### src/rtl/rmw_sequencer_pkg.sv
// Shared ALU op-code and status-register definitions used by the RMW sequencer.
// Status bit layout follows the 6502 P register with the unused bit 5 removed.
package rmw_sequencer_pkg;

    localparam logic [4:0] ALU_ADC = 5'd0;
    localparam logic [4:0] ALU_SBC = 5'd1;
    localparam logic [4:0] ALU_AND = 5'd2;
    localparam logic [4:0] ALU_ORA = 5'd3;
    localparam logic [4:0] ALU_EOR = 5'd4;
    localparam logic [4:0] ALU_ASL = 5'd5;
    localparam logic [4:0] ALU_LSR = 5'd6;
    localparam logic [4:0] ALU_ROL = 5'd7;
    localparam logic [4:0] ALU_ROR = 5'd8;
    localparam logic [4:0] ALU_INC = 5'd9;
    localparam logic [4:0] ALU_DEC = 5'd10;
    localparam logic [4:0] ALU_NOP = 5'h1F;

    localparam int unsigned STATUS_C = 0;
    localparam int unsigned STATUS_Z = 1;
    localparam int unsigned STATUS_N = 6;

    function automatic logic is_shift_op(logic [4:0] op);
        return (op == ALU_ASL) || (op == ALU_LSR) || (op == ALU_ROL) || (op == ALU_ROR);
    endfunction

    function automatic logic is_rmw_op(logic [4:0] op);
        return is_shift_op(op) || (op == ALU_INC) || (op == ALU_DEC);
    endfunction

endpackage

### src/rtl/rmw_sequencer_if.sv
// Request, memory-bus, ALU and status-register signals of the RMW sequencer.
interface rmw_sequencer_if #(
    parameter int unsigned ADDR_W = 16
) ();
    logic              start;
    logic [4:0]        op_in;
    logic [ADDR_W-1:0] addr_in;
    logic              busy;
    logic              done;
    logic              err;
    logic [ADDR_W-1:0] bus_addr;
    logic              bus_rw;
    logic [7:0]        bus_data_in;
    logic [7:0]        bus_data_out;
    logic [4:0]        alu_op;
    logic [7:0]        alu_a;
    logic [7:0]        alu_b;
    logic [7:0]        alu_result;
    logic [6:0]        alu_flags;
    logic [6:0]        status_in;
    logic [6:0]        status_out;
    logic              status_we;

    modport master (
        output start, op_in, addr_in, bus_data_in, alu_result, alu_flags, status_in,
        input  busy, done, err, bus_addr, bus_rw, bus_data_out, alu_op, alu_a, alu_b,
        input  status_out, status_we
    );

    modport slave (
        input  start, op_in, addr_in, bus_data_in, alu_result, alu_flags, status_in,
        output busy, done, err, bus_addr, bus_rw, bus_data_out, alu_op, alu_a, alu_b,
        output status_out, status_we
    );
endinterface

### src/rtl/rmw_sequencer.sv
// Read-modify-write sequencer for 6502 shift/rotate/inc/dec on memory operands:
// READ, MODIFY (dummy write, ALU runs), WRITE (result and status update).
module rmw_sequencer
    import rmw_sequencer_pkg::*;
#(
    parameter int unsigned ADDR_W = 16
) (
    input logic           clk,
    input logic           rst,
    rmw_sequencer_if.slave bus
);

    localparam logic [1:0] ST_IDLE   = 2'd0;
    localparam logic [1:0] ST_READ   = 2'd1;
    localparam logic [1:0] ST_MODIFY = 2'd2;
    localparam logic [1:0] ST_WRITE  = 2'd3;

    typedef enum logic [1:0] {
        StIdle   = ST_IDLE,
        StRead   = ST_READ,
        StModify = ST_MODIFY,
        StWrite  = ST_WRITE
    } state_e;

    state_e            state_q;
    logic [4:0]        op_q;
    logic [ADDR_W-1:0] addr_q;
    logic [7:0]        operand_q;
    logic              flag_c_q, flag_z_q, flag_n_q;
    logic              busy_q, done_q, err_q, rw_q, we_q;
    logic [4:0]        alu_op_q;
    logic [7:0]        alu_a_q;
    logic              unused_flags;

    always_ff @(posedge clk) begin
        if (rst) begin
            state_q   <= StIdle;
            op_q      <= '0;
            addr_q    <= '0;
            operand_q <= '0;
            flag_c_q  <= 1'b0;
            flag_z_q  <= 1'b0;
            flag_n_q  <= 1'b0;
            busy_q    <= 1'b0;
            done_q    <= 1'b0;
            err_q     <= 1'b0;
            rw_q      <= 1'b1;
            we_q      <= 1'b0;
            alu_op_q  <= ALU_NOP;
            alu_a_q   <= '0;
        end else begin
            done_q <= 1'b0;
            err_q  <= 1'b0;
            case (state_q)
                StIdle: begin
                    if (bus.start) begin
                        if (is_rmw_op(bus.op_in)) begin
                            state_q <= StRead;
                            op_q    <= bus.op_in;
                            addr_q  <= bus.addr_in;
                            busy_q  <= 1'b1;
                        end else begin
                            err_q <= 1'b1;
                        end
                    end
                end
                StRead: begin
                    state_q   <= StModify;
                    operand_q <= bus.bus_data_in;
                    rw_q      <= 1'b0;
                    alu_op_q  <= op_q;
                    alu_a_q   <= bus.bus_data_in;
                end
                StModify: begin
                    // ALU flags settle on the falling edge inside MODIFY
                    state_q  <= StWrite;
                    flag_c_q <= bus.alu_flags[STATUS_C];
                    flag_z_q <= bus.alu_flags[STATUS_Z];
                    flag_n_q <= bus.alu_flags[STATUS_N];
                    we_q     <= 1'b1;
                    alu_op_q <= ALU_NOP;
                    alu_a_q  <= '0;
                end
                StWrite: begin
                    state_q <= StIdle;
                    busy_q  <= 1'b0;
                    we_q    <= 1'b0;
                    rw_q    <= 1'b1;
                    done_q  <= 1'b1;
                end
                default: state_q <= StIdle;
            endcase
        end
    end

    // Data outputs follow the state directly: alu_result is already registered by the ALU
    always_comb begin
        bus.bus_data_out = 8'h00;
        bus.status_out   = bus.status_in;
        if (state_q == StModify) begin
            bus.bus_data_out = operand_q;
        end else if (state_q == StWrite) begin
            bus.bus_data_out         = bus.alu_result;
            bus.status_out[STATUS_Z] = flag_z_q;
            bus.status_out[STATUS_N] = flag_n_q;
            if (is_shift_op(op_q)) begin
                bus.status_out[STATUS_C] = flag_c_q;
            end
        end
    end

    assign bus.busy      = busy_q;
    assign bus.done      = done_q;
    assign bus.err       = err_q;
    assign bus.bus_addr  = addr_q;
    assign bus.bus_rw    = rw_q;
    assign bus.alu_op    = alu_op_q;
    assign bus.alu_a     = alu_a_q;
    assign bus.alu_b     = 8'h00;
    assign bus.status_we = we_q;
    assign unused_flags  = ^bus.alu_flags;

endmodule
### src/flat_wrapper.sv
// flat-port wrapper written by rule: the top's interface ports become plain ports
module rmw_sequencer_flat import rmw_sequencer_pkg::*;
#(
    parameter int unsigned ADDR_W = 16
)
  (clk, rst, bus_start, bus_op_in, bus_addr_in, bus_bus_data_in, bus_alu_result, bus_alu_flags, bus_status_in, bus_busy, bus_done, bus_err, bus_bus_addr, bus_bus_rw, bus_bus_data_out, bus_alu_op, bus_alu_a, bus_alu_b, bus_status_out, bus_status_we);
  rmw_sequencer_if #(.ADDR_W(ADDR_W)) bus_i ();
  input logic clk;
  input logic rst;
  input wire logic [$bits(bus_i.start)-1:0] bus_start;
  input wire logic [$bits(bus_i.op_in)-1:0] bus_op_in;
  input wire logic [$bits(bus_i.addr_in)-1:0] bus_addr_in;
  input wire logic [$bits(bus_i.bus_data_in)-1:0] bus_bus_data_in;
  input wire logic [$bits(bus_i.alu_result)-1:0] bus_alu_result;
  input wire logic [$bits(bus_i.alu_flags)-1:0] bus_alu_flags;
  input wire logic [$bits(bus_i.status_in)-1:0] bus_status_in;
  output wire logic [$bits(bus_i.busy)-1:0] bus_busy;
  output wire logic [$bits(bus_i.done)-1:0] bus_done;
  output wire logic [$bits(bus_i.err)-1:0] bus_err;
  output wire logic [$bits(bus_i.bus_addr)-1:0] bus_bus_addr;
  output wire logic [$bits(bus_i.bus_rw)-1:0] bus_bus_rw;
  output wire logic [$bits(bus_i.bus_data_out)-1:0] bus_bus_data_out;
  output wire logic [$bits(bus_i.alu_op)-1:0] bus_alu_op;
  output wire logic [$bits(bus_i.alu_a)-1:0] bus_alu_a;
  output wire logic [$bits(bus_i.alu_b)-1:0] bus_alu_b;
  output wire logic [$bits(bus_i.status_out)-1:0] bus_status_out;
  output wire logic [$bits(bus_i.status_we)-1:0] bus_status_we;
  assign bus_i.start = bus_start;
  assign bus_i.op_in = bus_op_in;
  assign bus_i.addr_in = bus_addr_in;
  assign bus_i.bus_data_in = bus_bus_data_in;
  assign bus_i.alu_result = bus_alu_result;
  assign bus_i.alu_flags = bus_alu_flags;
  assign bus_i.status_in = bus_status_in;
  assign bus_busy = bus_i.busy;
  assign bus_done = bus_i.done;
  assign bus_err = bus_i.err;
  assign bus_bus_addr = bus_i.bus_addr;
  assign bus_bus_rw = bus_i.bus_rw;
  assign bus_bus_data_out = bus_i.bus_data_out;
  assign bus_alu_op = bus_i.alu_op;
  assign bus_alu_a = bus_i.alu_a;
  assign bus_alu_b = bus_i.alu_b;
  assign bus_status_out = bus_i.status_out;
  assign bus_status_we = bus_i.status_we;
  rmw_sequencer #(.ADDR_W(ADDR_W)) u_core (.clk(clk), .rst(rst), .bus(bus_i));
endmodule
### config.mk
export PLATFORM = sky130hd
export DESIGN_NAME = rmw_sequencer_flat
export DESIGN_NICKNAME = d
export VERILOG_FILES = /design/src/rtl/rmw_sequencer_pkg.sv /design/src/rtl/rmw_sequencer_if.sv /design/src/rtl/rmw_sequencer.sv /design/src/flat_wrapper.sv
export SDC_FILE = /design/constraint.sdc
export NUM_CORES = 1
export LEC_CHECK = 0
export CORE_MARGIN = 1.5
export CORE_UTILIZATION = 56
export CTS_BUF_LIST = sky130_fd_sc_hd__clkbuf_4 sky130_fd_sc_hd__clkbuf_8 sky130_fd_sc_hd__clkbuf_16
export DETAILED_ROUTE_END_ITERATION = 6
export DONT_BUFFER_PORTS = 1
export PLACE_DENSITY = 0.73
export SYNTH_ARGS = -nofsm -noshare
export SYNTH_HDL_FRONTEND = slang
export SYNTH_SLANG_ARGS = --single-unit
export TNS_END_PERCENT = 10
### constraint.sdc
create_clock -name clk -period 1.5 [get_ports clk]
set_input_delay 0 -clock clk [delete_from_list [all_inputs] [get_ports clk]]
set_output_delay 0 -clock clk [all_outputs]
set_load 0.01 [all_outputs]
==> reports/summary.txt <==
R2R cell count - 7
Critical Path, Cell by Cell - inv_4, ha_4, nor2b_4, nor2b_4, o21ai_2, mux2_4
Worst Hold Class - input port to flip-flop
setup violators final - 2
routability cong. - 0.763
clk sinks - 52
Fin. Hold Viols - 1
outcome - finished with violations
CP max FO - 3
VDD IR max - 0.000825 V
most common cell after layout, fill and taps aside - dfxtp_1
RSZ-0062 raised after global routing - yes
row count - 23
Max Freq - 0.646 GHz
post-synthesis instance total - 255
CP Depth - 6
failing checks - hold timing, setup timing
CP endpoint kind - output port
Tcrit/Tclk final - 1.03
die width - 67.0 um
Async SR Flop Fraction - 0
antenna cells - 0
P per Cell Area - 1570 nW/um^2
boundary pin count - 111
MaxCap Viol Count - 0
syn avg cell area - 8.99 um^2
clk_lat worst skew - 0.30 ns
Lkg Pwr - 1.09 nW
Slew Viols, Final - 0
minimum clock period - 1.55 ns
Mapped Area - 2290 um^2
Util after Layout - 0.730
layout cells sized above 1 - 0.161
arrival time worst endpoint - 1.55 ns
1st-pass router iterations - 4
synth unique cells - 34
Slowest-stage cell, CP - dfxtp_4
CTS buffer count - 5
Layout area overhead - 26.4%
via/cell ratio - 5.74
worst setup margin - -0.0478 ns
largest net degree at the start of global routing - 54
final WL - 5.37 mm
number of synthesized flops with an enable pin - 0
Yosys reg bits - 52
Synth warnings - 0
# H-tree levels - 2
first-pass GRT wire length - 8.04 mm
Root Buffer - clkbuf_8
Post-DP HPWL - 3.12 mm
Crit path largest cell delay - 0.39 ns
pre-CTS setup slack - 0.0273 ns
Initial Utilization - 0.578
critical path's top delay family - flip-flops
Core ar. - 3970 um^2
die area - 4490 um^2
grt ovf - 0
final net count - 344
CP bufs+invs - 1
Min-Delay Path Depth - 2
DRT iter0 DRCs - 144
register area share after synthesis - 0.454
DR vias - 1929
IO buf count - 0
initial antenna violation count - 0
Detail Route Antenna Nets - 0
clock buffer depth - 2
die height - 67.0 um
final hold slack - -0.00188 ns
GRT Resource Usage Total - 0.237
Setup crit start kind - flip-flop
most frequent CP cell - nor2b_4
setup_tns - -0.0709 ns
Critical Path RT - 1.50 ns
most frequent cells in the layout - 50 x dfxtp_1, 32 x dlygate4sd3_1, 29 x a21oi_1
number of global-route vias before repair - 1766
crit path kind - flip-flop to output port
clock skew - 0.00534 ns
Post-synth top flop - dfxtp_1
post-DR wirelength/cell - 16.0 um
CTS tree - yes
Clock transition at path regs - 0.09 ns
DR DRC count - 0
==> Yosys cell counts, drive strengths merged (4+ instances only) <==
cell type | n | share of area
dfxtp | 52 | 0.45
a21oi | 30 | 0.065
nor2 | 25 | 0.042
o21ai | 21 | 0.046
buf | 20 | 0.060
nand3 | 20 | 0.044
mux2i | 13 | 0.057
nor2b | 12 | 0.033
clkbuf | 11 | 0.019
nand2b | 10 | 0.031
a22o | 8 | 0.031
ha | 5 | 0.027
inv | 5 | 0.0082
o22ai | 4 | 0.011
==> flip-flops by register name, indices dropped and copies added (netlist names) <==
signal,cells
u_core.flag_c_q,1
u_core.operand_q,8
u_core.bus.busy,1
u_core.bus.alu_op,5
u_core.flag_n_q,1
u_core.bus.done,1
u_core.bus.status_we,1
u_core.state_q,2
u_core.bus.alu_a,8
u_core.bus.bus_addr,16
u_core.flag_z_q,1
u_core.op_q,5
u_core.bus.bus_rw,1
u_core.bus.err,1
==> worst register-to-register path, delay by kind of cell, from the launching register on <==
family / cells / cell delay [ns]
simple gates: 1 / 0.14
buf+inv: 3 / 0.38
compound gates: 2 / 0.29
flops: 1 / 0.38
fa+ha+maj: 1 / 0.14
==> cell type report <==
cell class | instances | area (um^2)
multi-input cells | 174 | 1170
fillers | 302 | 1070
flip-flops and latches | 52 | 1050
repair buffers | 47 | 469
clock buffers | 7 | 96.3
well taps | 50 | 62.6
clock inverters | 1 | 30.0
inverters | 5 | 21.3
==> cells by family after synthesis <==
group / share of synthesized area
and+or+nand+nor: 0.170
AOI/OAI and AO/OA: 0.189
DFF: 0.454
buffers and inverters: 0.0867
muxes: 0.0715
adders and majority gates: 0.0273
other: 0.00164
==> worst paths after layout <==
| kind | slack [ns] | end | start |
|---|---|---|---|
| worst max-delay path | -0.05 | bus_status_out[0] | u_core.state_q[0] |
| worst min-delay path | -0.002 | u_core.bus.alu_a[6] | rst |
| worst max register to register | 0.05 | u_core.bus.bus_addr[0] | u_core.state_q[0] |
| worst min register to register | 0.51 | u_core.operand_q[4] | u_core.operand_q[4] |
==> power breakdown <==
group / internal, mW / switching [mW]
combinational: 0.770 / 0.797
clock: 0.589 / 0.443
sequential: 1.66 / 0.287
==> metrics by stage <==
| step | power [mW] | cell area (um^2) | hold WS, ns | std cells |
|---|---|---|---|---|
| after CTS | 4.45 | 2840 | 0.0000686 | 335 |
| after floorplan | 2.92 | 2330 | 0.0918 | 262 |
| after detailed placement | 3.21 | 2290 | 0.0000686 | 290 |
| after global placement | 3.17 | 2290 | 0.0000686 | 290 |
| after global routing | 4.82 | 2900 | 0.0000282 | 336 |
| final | 4.55 | 2900 | -0.00188 | 336 |
==> timing repair <==
action | in CTS | in global routing
endpoints found under the hold margin | 52 | 0
setup buffers | 4 | 0
hold buffers | 33 | 0
gates resized for setup | 15 | 13
pin swaps | 6 | 4
cloned | 0 | 1
setup endpoints to repair | 11 | 42
==> layer usage <==
layer  GRT usage  vias to the layer above  wire, um
met3      0.0507                        7       315
met2       0.410                       76      2770
met4      0.0893                        0        65
li1            -                      925         -
met5           0                        -         0
met1       0.285                      921      2220
Note: power is estimated with default switching activity, not from simulation.
